`config.mk`:
```
export PLATFORM = sky130hd
export DESIGN_NAME = int_mode_ctrl_flat
export DESIGN_NICKNAME = d
export VERILOG_FILES = /design/src/rtl/int_mode_ctrl_if.sv /design/src/rtl/int_mode_ctrl.sv /design/src/flat_wrapper.sv
export SDC_FILE = /design/constraint.sdc
export NUM_CORES = 1
export LEC_CHECK = 0
export BUFFER_PORTS_ARGS = -buffer_cell sky130_fd_sc_hd__buf_2
export CAP_MARGIN = 20
export CELL_PAD_IN_SITES_DETAIL_PLACEMENT = 0
export CELL_PAD_IN_SITES_GLOBAL_PLACEMENT = 1
export CORE_AREA = 2 2 103 65
export DETAILED_ROUTE_END_ITERATION = 6
export DIE_AREA = 0 0 105 67
export PLACE_DENSITY = 0.83
export SETUP_SLACK_MARGIN = 0.05
export SLEW_MARGIN = 25
export SYNTH_ARGS = -nofsm -noshare
export SYNTH_HDL_FRONTEND = slang
export SYNTH_SLANG_ARGS = --single-unit
```
`constraint.sdc`:
```
create_clock -name clk -period 2.1 [get_ports clk]
set_input_delay 0.21 -clock clk [delete_from_list [all_inputs] [get_ports clk]]
set_output_delay 0.21 -clock clk [all_outputs]
set_load 0.01 [all_outputs]
```
`src/rtl/int_mode_ctrl_if.sv`:
```
// Bus between the execution-mode controller and the rest of the core.
// The core side is the master (drives requests and pipeline status); the controller is the slave.
interface int_mode_ctrl_if #(
  parameter int NUM_IRQ = 4,
  parameter int PC_W    = 16
);
  logic               start;
  logic [NUM_IRQ-1:0] irq;
  logic               mask_we;
  logic [NUM_IRQ-1:0] mask_din;
  logic [PC_W-1:0]    pc_in;
  logic               pipe_idle;
  logic               reti;
  logic [1:0]         mode;
  logic               stall;
  logic               flush;
  logic               pc_load;
  logic [PC_W-1:0]    pc_target;
  logic [PC_W-1:0]    epc;
  logic [NUM_IRQ-1:0] irq_ack;

  // Single-cycle pulses (flush, pc_load, irq_ack) are events, not levels: each
  // high cycle is one redirect/ack; stall holds until pipe_idle is seen.
  modport master (
    output start, irq, mask_we, mask_din, pc_in, pipe_idle, reti,
    input  mode, stall, flush, pc_load, pc_target, epc, irq_ack
  );
  modport slave (
    input  start, irq, mask_we, mask_din, pc_in, pipe_idle, reti,
    output mode, stall, flush, pc_load, pc_target, epc, irq_ack
  );
endinterface

```
`src/rtl/int_mode_ctrl.sv`:
```
// Execution-mode sequencer: boot -> user -> interrupt handler -> user, with
// edge-latched, fixed-priority interrupt requests and fetch redirect on entry/return.
module int_mode_ctrl #(
  parameter int              NUM_IRQ    = 4,
  parameter int              PC_W       = 16,
  parameter logic [PC_W-1:0] VEC_BASE   = 16'hFF00,
  parameter int              VEC_STRIDE = 4
) (
  input  logic             clk,
  input  logic             rst_n,
  int_mode_ctrl_if.slave   bus,
  output logic [2:0]       o_dbg_state
);
  localparam int CUR_W = (NUM_IRQ > 1) ? $clog2(NUM_IRQ) : 1;

  typedef enum logic [2:0] {
    S_IDLE    = 3'd0,
    S_USER    = 3'd1,
    S_DRAIN   = 3'd2,
    S_HANDLER = 3'd3,
    S_RESUME  = 3'd4
  } state_t;

  state_t             r_state;
  logic [1:0]         r_mode;
  logic               r_stall;
  logic               r_flush;
  logic               r_pc_load;
  logic [PC_W-1:0]    r_pc_target;
  logic [PC_W-1:0]    r_epc;
  logic [NUM_IRQ-1:0] r_irq_ack;
  logic [NUM_IRQ-1:0] r_irq_q;
  logic [NUM_IRQ-1:0] r_pending;
  logic [NUM_IRQ-1:0] r_enable;
  logic [CUR_W-1:0]   r_cur;

  logic [NUM_IRQ-1:0] w_hit;
  logic               w_any;
  logic [CUR_W-1:0]   w_win;
  logic [PC_W-1:0]    w_vec;

  // Descending scan so the lowest active index is the last write and wins.
  always_comb begin
    w_hit = r_pending & r_enable;
    w_any = |w_hit;
    w_win = '0;
    for (int i = NUM_IRQ - 1; i >= 0; i--) begin
      if (w_hit[i]) w_win = CUR_W'(i);
    end
  end

  assign w_vec = VEC_BASE + PC_W'(VEC_STRIDE) * PC_W'(r_cur);

  always_ff @(posedge clk) begin
    if (!rst_n) begin
      r_state     <= S_IDLE;
      r_mode      <= 2'b00;
      r_stall     <= 1'b0;
      r_flush     <= 1'b0;
      r_pc_load   <= 1'b0;
      r_pc_target <= '0;
      r_epc       <= '0;
      r_irq_ack   <= '0;
      r_irq_q     <= '0;
      r_pending   <= '0;
      r_enable    <= '0;
      r_cur       <= '0;
    end else begin
      r_irq_q   <= bus.irq;
      // A fresh edge in the ack cycle must not be lost, so set wins over clear.
      r_pending <= (r_pending & ~r_irq_ack) | (bus.irq & ~r_irq_q);
      if (bus.mask_we) r_enable <= bus.mask_din;
      r_flush   <= 1'b0;
      r_pc_load <= 1'b0;
      r_irq_ack <= '0;

      case (r_state)
        S_IDLE: begin
          if (bus.start) begin
            r_state <= S_USER;
            r_mode  <= 2'b01;
          end
        end
        S_USER: begin
          if (w_any) begin
            r_state <= S_DRAIN;
            r_stall <= 1'b1;
            r_cur   <= w_win;
          end
        end
        S_DRAIN: begin
          if (bus.pipe_idle) begin
            r_state     <= S_HANDLER;
            r_mode      <= 2'b10;
            r_stall     <= 1'b0;
            r_epc       <= bus.pc_in;
            r_pc_load   <= 1'b1;
            r_flush     <= 1'b1;
            r_pc_target <= w_vec;
            r_irq_ack   <= NUM_IRQ'(1) << r_cur;
          end
        end
        S_HANDLER: begin
          if (bus.reti) begin
            r_state     <= S_RESUME;
            r_pc_load   <= 1'b1;
            r_flush     <= 1'b1;
            r_pc_target <= r_epc;
          end
        end
        S_RESUME: begin
          r_state <= S_USER;
          r_mode  <= 2'b01;
        end
        default: begin
          r_state <= S_IDLE;
          r_mode  <= 2'b00;
          r_stall <= 1'b0;
        end
      endcase
    end
  end

  assign bus.mode      = r_mode;
  assign bus.stall     = r_stall;
  assign bus.flush     = r_flush;
  assign bus.pc_load   = r_pc_load;
  assign bus.pc_target = r_pc_target;
  assign bus.epc       = r_epc;
  assign bus.irq_ack   = r_irq_ack;
  assign o_dbg_state   = r_state;
endmodule

```
`src/flat_wrapper.sv`:
```
// flat-port wrapper written by rule: the top's interface ports become plain ports
module int_mode_ctrl_flat 
#(
  parameter int              NUM_IRQ    = 4,
  parameter int              PC_W       = 16,
  parameter logic [PC_W-1:0] VEC_BASE   = 16'hFF00,
  parameter int              VEC_STRIDE = 4
)
  (clk, rst_n, o_dbg_state, bus_start, bus_irq, bus_mask_we, bus_mask_din, bus_pc_in, bus_pipe_idle, bus_reti, bus_mode, bus_stall, bus_flush, bus_pc_load, bus_pc_target, bus_epc, bus_irq_ack);
  int_mode_ctrl_if #(.NUM_IRQ(NUM_IRQ), .PC_W(PC_W)) bus_i ();
  input  logic clk;
  input  logic rst_n;
  output logic [2:0] o_dbg_state;
  input wire logic [$bits(bus_i.start)-1:0] bus_start;
  input wire logic [$bits(bus_i.irq)-1:0] bus_irq;
  input wire logic [$bits(bus_i.mask_we)-1:0] bus_mask_we;
  input wire logic [$bits(bus_i.mask_din)-1:0] bus_mask_din;
  input wire logic [$bits(bus_i.pc_in)-1:0] bus_pc_in;
  input wire logic [$bits(bus_i.pipe_idle)-1:0] bus_pipe_idle;
  input wire logic [$bits(bus_i.reti)-1:0] bus_reti;
  output wire logic [$bits(bus_i.mode)-1:0] bus_mode;
  output wire logic [$bits(bus_i.stall)-1:0] bus_stall;
  output wire logic [$bits(bus_i.flush)-1:0] bus_flush;
  output wire logic [$bits(bus_i.pc_load)-1:0] bus_pc_load;
  output wire logic [$bits(bus_i.pc_target)-1:0] bus_pc_target;
  output wire logic [$bits(bus_i.epc)-1:0] bus_epc;
  output wire logic [$bits(bus_i.irq_ack)-1:0] bus_irq_ack;
  assign bus_i.start = bus_start;
  assign bus_i.irq = bus_irq;
  assign bus_i.mask_we = bus_mask_we;
  assign bus_i.mask_din = bus_mask_din;
  assign bus_i.pc_in = bus_pc_in;
  assign bus_i.pipe_idle = bus_pipe_idle;
  assign bus_i.reti = bus_reti;
  assign bus_mode = bus_i.mode;
  assign bus_stall = bus_i.stall;
  assign bus_flush = bus_i.flush;
  assign bus_pc_load = bus_i.pc_load;
  assign bus_pc_target = bus_i.pc_target;
  assign bus_epc = bus_i.epc;
  assign bus_irq_ack = bus_i.irq_ack;
  int_mode_ctrl #(.NUM_IRQ(NUM_IRQ), .PC_W(PC_W), .VEC_BASE(VEC_BASE), .VEC_STRIDE(VEC_STRIDE)) u_core (.clk(clk), .rst_n(rst_n), .bus(bus_i), .o_dbg_state(o_dbg_state));
endmodule
```
==> out/results.ini, run 1 <==
[floorplanning]
dieArea_mm2=0.00704
rows=22
start_util=0.394
fp.dieW_um=105
io_pins=74
core-area_mm2=0.00600
die_h_um=67

[timing]
holdWs_ns=0.101
tightest_slew_ns=0.398
fin_skew_ns=0.00637
finalMaxSlewViolations=0
timing.setup.tns_ns=0
slew_headroom=0.734
setup_viol=0
hold_viol=0
finalCriticalPeriod_ns=1.53
fmax_mhz=651
rsz0062_at_grt=false
fin_crit_sh=0.731

[yosys]
synth_ff_type=dfxtp_1
async_flop_share=0
ys.warnings.count=0
syn_nets=286
synth_area_mm2=0.00237
synth.avg_cell_area_um2=9.25
synth_edf_count=0
ys_ff_latch=57
synth_cell_types=45
synth_cells=256
ys_seq_area_frac=0.482

[route]
drc=0
drt-vias-per-instance=4.77
via_count=1988
drt_iter0_markers=73
ant_nets=0
wl_mm=5.64
wl_per_cell_um=13.5
drt_first_pass_iters=4

[layout]
final_util=0.489
final_cell_mix=buf_2, dfxtp_1, nand2_1
diodes=0
nets=358
area_growth_pct=24.0
design_area_mm2=0.00294
layout-drive-gt1-share=0.330
final_common_cell=buf_2
fillCellCount=622

[power_and_ir_drop]
ir_worst_vdd_mv=0.284
p_leak_nw=1.30
powerDensity_mw_per_mm2=764
power_mw=2.24

[worst_setup_path]
cp-startpoint=u_core.o_dbg_state[0]
critPathRequiredTime_ns=2.32
r2r-start=u_core.o_dbg_state[0]
crit_path_end_kind=flop
critical_path_class=reg2reg
path_max_fanout=14
cp-start-kind=flop
cp_data_arrival_time_ns=1.75

[clocking]
postCtsHoldBufs=0
clock_path_buffers=2
root_buffer=clkbuf_8
cts_buffers=9
cts_tree=done
cts.sinks=57
clock_latency_ns=0.33
clk_pin_slew_worst_paths_ns=0.06
cts_resized=0
post_cts_buffers=0
htree_levels=3

[grt]
grt_pass1_vias=1914
grt_antenna_before_repair=0
grt_max_degree=24
grt_pass1_wl_mm=9.29
gr-total-overflow=0
track_usage=0.174

[place]
dp_hpwl_mm=4.07
gp_congestion=0.769
place.port_buffers=73
dpl_cell_area_mm2=0.00276

[min_path]
hp-class=in2reg
hp-start=bus_irq[0]

[run]
cap_violations=0

[run_status]
outcome=complete, no violations

[routing by layer]
| layer | GRT usage | share of wire |
|---|---|---|
| met1 | 0.231 | 0.51 |
| met2 | 0.250 | 0.41 |
| met3 | 0.0675 | 0.062 |
| met4 | 0.0783 | 0.015 |
| met5 | 0 | 0 |
[cell families (layout without fill, tap and decap cells)]
group,after synthesis,after routing,share of synthesized area
AND/OR/NAND/NOR,115,115,0.264
buffers and inverters,28,105,0.0650
flip-flops,57,57,0.482
AO/OA/AOI/OAI,51,51,0.168
multiplexers,5,5,0.0211
[sequential cells by signal, summed over array words and instances, names as in the netlist]
name / flops
u_core.bus.stall: 1
u_core.bus.epc: 16
u_core.bus.flush: 1
u_core.r_irq_q: 4
u_core.bus.irq_ack: 4
u_core.r_cur: 2
u_core.o_dbg_state: 3
u_core.r_enable: 4
u_core.bus.mode: 2
u_core.r_pending: 4
u_core.bus.pc_target: 16
[worst paths after layout]
check / to / slack (ns) / cells past startpoint
worst min register to register: u_core.bus.pc_target[6] / 0.47 / 2
worst max-delay path: u_core.r_cur[0] / 0.57 / 4
worst max register to register: u_core.r_cur[0] / 0.57 / 4
worst min-delay path: u_core.r_irq_q[0] / 0.10 / 2
[power breakdown]
group | switching [mW] | internal [mW]
clock | 0.403 | 0.487
sequential | 0.0276 | 1.11
combinational | 0.116 | 0.0963
[through the flow]
step / setup WS [ns] / std cells
after CTS: 0.555 / 417
after floorplan: 0.789 / 256
after global routing: 0.414 / 417
after global placement: 0.616 / 401
after detailed placement: 0.566 / 401
final: 0.565 / 417
[worst max-delay path: stages, from the launching register on]
cell,delay (ns)
dfxtp_1,0.48
buf_4,0.27
or3b_1,0.42
o211ai_2,0.17
o41ai_2,0.09
[Yosys cell counts, types with 2 or more instances]
cell / instances / area, um2
clkbuf_1: 5 / 18.8
dfxtp_1: 57 / 1140
buf_2: 3 / 15.0
o22ai_1: 5 / 31.3
buf_4: 4 / 30.0
a21oi_1: 5 / 25.0
nor3b_1: 9 / 67.6
o211a_1: 2 / 20.0
buf_6: 4 / 45.0
and2_1: 9 / 56.3
nor2b_1: 5 / 31.3
nor2_1: 15 / 56.3
nand2_2: 2 / 12.5
nor3_1: 7 / 35.0
mux2i_1: 5 / 50.1
a21boi_0: 21 / 158
a22oi_1: 2 / 15.0
o21ai_0: 4 / 20.0
nor3_2: 4 / 40.0
nand2b_1: 3 / 18.8
inv_1: 11 / 41.3
nand2_1: 46 / 173
nand4_1: 6 / 37.5
[final cells by class]
type / instances / area, um2 / area share
Sequential cell: 57 / 1140 / 0.389
Multi-Input combinational cell: 171 / 1070 / 0.365
Timing Repair Buffer: 78 / 403 / 0.137
Clock buffer: 13 / 159 / 0.0541
Tap cell: 84 / 105 / 0.0358
Inverter: 11 / 41.3 / 0.0141
Clock inverter: 3 / 15.0 / 0.00511
(Power assumes the default switching activity.)
==> run 2, diff against run 1 <==
--- a/config.mk
+++ b/config.mk
@@ -5,14 +5,15 @@
 export SDC_FILE = /design/constraint.sdc
 export NUM_CORES = 1
 export LEC_CHECK = 0
+export ABC_AREA = 1
 export BUFFER_PORTS_ARGS = -buffer_cell sky130_fd_sc_hd__buf_2
 export CAP_MARGIN = 20
 export CELL_PAD_IN_SITES_DETAIL_PLACEMENT = 0
 export CELL_PAD_IN_SITES_GLOBAL_PLACEMENT = 1
-export CORE_AREA = 2 2 103 65
+export CORE_AREA = 2 2 106 67
 export DETAILED_ROUTE_END_ITERATION = 6
-export DIE_AREA = 0 0 105 67
-export PLACE_DENSITY = 0.83
+export DIE_AREA = 0 0 108 69
+export PLACE_DENSITY = 0.78
 export SETUP_SLACK_MARGIN = 0.05
 export SLEW_MARGIN = 25
 export SYNTH_ARGS = -nofsm -noshare
==> constraint.sdc (replaced) <==
create_clock -name clk -period 1.5 [get_ports clk]
set_input_delay 0.15 -clock clk [delete_from_list [all_inputs] [get_ports clk]]
set_output_delay 0.15 -clock clk [all_outputs]
set_load 0.01 [all_outputs]
==> out/results.ini, run 2 <==
[route]
drt_first_pass_iters=4
ant_nets=0
drt_iter0_markers=85
via_count=1967
drc=0
wl_per_cell_um=11.9
wl_mm=5.32
drt-vias-per-instance=4.41

[yosys]
ys_ff_latch=57
yosysMostFrequentCell=dfxtp_1
synth_cells=278
synth_edf_count=0
synth.largest_area_cell=dfxtp_1
synth_cell_types=25
ys_top_cells_by_count=dfxtp_1, nand2_1, nor2_1, inv_1, o21ai_0
ys_seq_area_frac=0.516
synth_ff_type=dfxtp_1
synth_top_area_frac=0.516
yosys-top-cells-area=dfxtp_1, nand2_1, o21ai_0, nor2_1, inv_1
async_flop_share=0
syn_nets=308
ys.warnings.count=0
synth.avg_cell_area_um2=7.96
synth_area_mm2=0.00221

[place]
dpl_cell_area_mm2=0.00265
place.port_buffers=73
gp_congestion=0.781
dp_hpwl_mm=3.91

[power_and_ir_drop]
p_comb_frac=0.233
seqPwrFrac=0.417
ir_worst_vdd_mv=0.482
power.internal_mw=3.18
powerDensity_mw_per_mm2=1610
clkPwrFrac=0.350
p_sw_mw=1.45
p_leak_nw=1.36
power.share.switching=0.313

[timing]
finalCriticalPeriod_ns=1.35
fin_crit_sh=0.901
setup_viol=0
rsz0062_at_grt=true
timing.setup.tns_ns=0
slew_headroom=0.664
hold_viol=0
finalMaxSlewViolations=0
tightest_slew_ns=0.504
fmax_mhz=740
fin_skew_ns=0.00770

[grt]
grt_antenna_before_repair=0
met1_usage=0.217
grt_pass1_vias=1831
gr-total-overflow=0
grt_max_degree=33
use_met2=0.198
grt_use_met3=0.0728
grt_pass1_wl_mm=8.78
track_usage=0.152
grt-busiest-layer=met1

[worst_setup_path]
cp-start-kind=flop
path_max_fanout=17
cp_data_arrival_time_ns=1.55
critPathRequiredTime_ns=1.70
crit_path_end_kind=flop
critical_path_class=reg2reg

[clocking]
clk_pin_slew_worst_paths_ns=0.07
postCtsHoldBufs=0
cts_buffers=9
clock_latency_ns=0.33
htree_levels=3
post_cts_buffers=0
cts.sinks=57
cts_resized=0
clock_path_buffers=2
root_buffer=clkbuf_8
cts_tree=done

[floorplanning]
fp.dieW_um=108
core-area_mm2=0.00647
dieArea_mm2=0.00745
rows=23
start_util=0.342
io_pins=74
die_h_um=69

[min_path]
hp-class=in2reg

[layout]
final_cell_mix=buf_2, dfxtp_1, nand2_1
fillCellCount=669
final_util=0.444
nets=384
area_growth_pct=30.0
layout-drive-gt1-share=0.326
design_area_mm2=0.00288
diodes=0
final_common_cell=buf_2

[run_status]
outcome=complete, no violations

[run]
cap_violations=0

run 2: worst paths after layout:
path,end,startpoint,slack [ns],cells past startpoint
worst max-delay path,u_core.bus.pc_target[0],u_core.o_dbg_state[2],0.15,6
worst min-delay path,u_core.r_irq_q[2],bus_irq[2],0.02,3
worst max register to register,u_core.bus.pc_target[0],u_core.o_dbg_state[2],0.15,6
worst min register to register,u_core.r_pending[2],u_core.r_irq_q[2],0.42,1
run 2: metrics by stage:
| stage | worst slack [ns] | cells | hold slack [ns] | power (mW) |
|---|---|---|---|---|
| after floorplan | 0.199 | 278 | 0.261 | 2.65 |
| after global placement | 0.154 | 430 | 0.358 | 3.03 |
| after detailed placement | 0.123 | 430 | 0.362 | 3.04 |
| after CTS | 0.103 | 446 | 0.00918 | 4.68 |
| after global routing | 0.0401 | 446 | 0.0283 | 4.92 |
| final | 0.148 | 446 | 0.0231 | 4.62 |
run 2: worst max-delay path: stages, from the launching register on:
cell and delay, ns:
dfxtp_1 0.36, nor2_2 0.22, nand3_2 0.13, nand2_4 0.23, inv_4 0.13, nand2_1 0.10, a21oi_2 0.05
run 2: area by class of cell:
| class | count | area, um2 | area share |
|---|---|---|---|
| multi-input cells | 173 | 856 | 0.298 |
| repair buffers | 78 | 403 | 0.140 |
| inverters | 35 | 136 | 0.0474 |
| clock buffers | 11 | 151 | 0.0526 |
| well taps | 87 | 109 | 0.0378 |
| clock inverters | 5 | 77.6 | 0.0270 |
| flip-flops and latches | 57 | 1140 | 0.398 |
run 2: kinds of logic after synthesis:
kind of cell,count (synthesis),share of synthesized area
buffers and inverters,48,0.0973
AND/OR/NAND/NOR,108,0.226
flip-flops,57,0.516
AO/OA/AOI/OAI,65,0.161
run 2: metal layers:
layer / part of all wire / vias up / routed length, um
li1: - / 1046 / -
met1: 0.53 / 855 / 2830
met2: 0.37 / 58 / 1970
met3: 0.085 / 8 / 453
met4: 0.013 / 0 / 70
met5: 0 / - / 0
run 2: power groups by stage:
stage,sequential [mW],combinational (mW),clock (mW)
4_1_cts,1.92,1.09,1.67
5_1_grt,1.96,1.23,1.73
6_report,1.93,1.08,1.62
2_1_floorplan,2.02,0.626,0
3_5_place_dp,1.95,1.09,0
3_3_place_gp,1.95,1.08,0
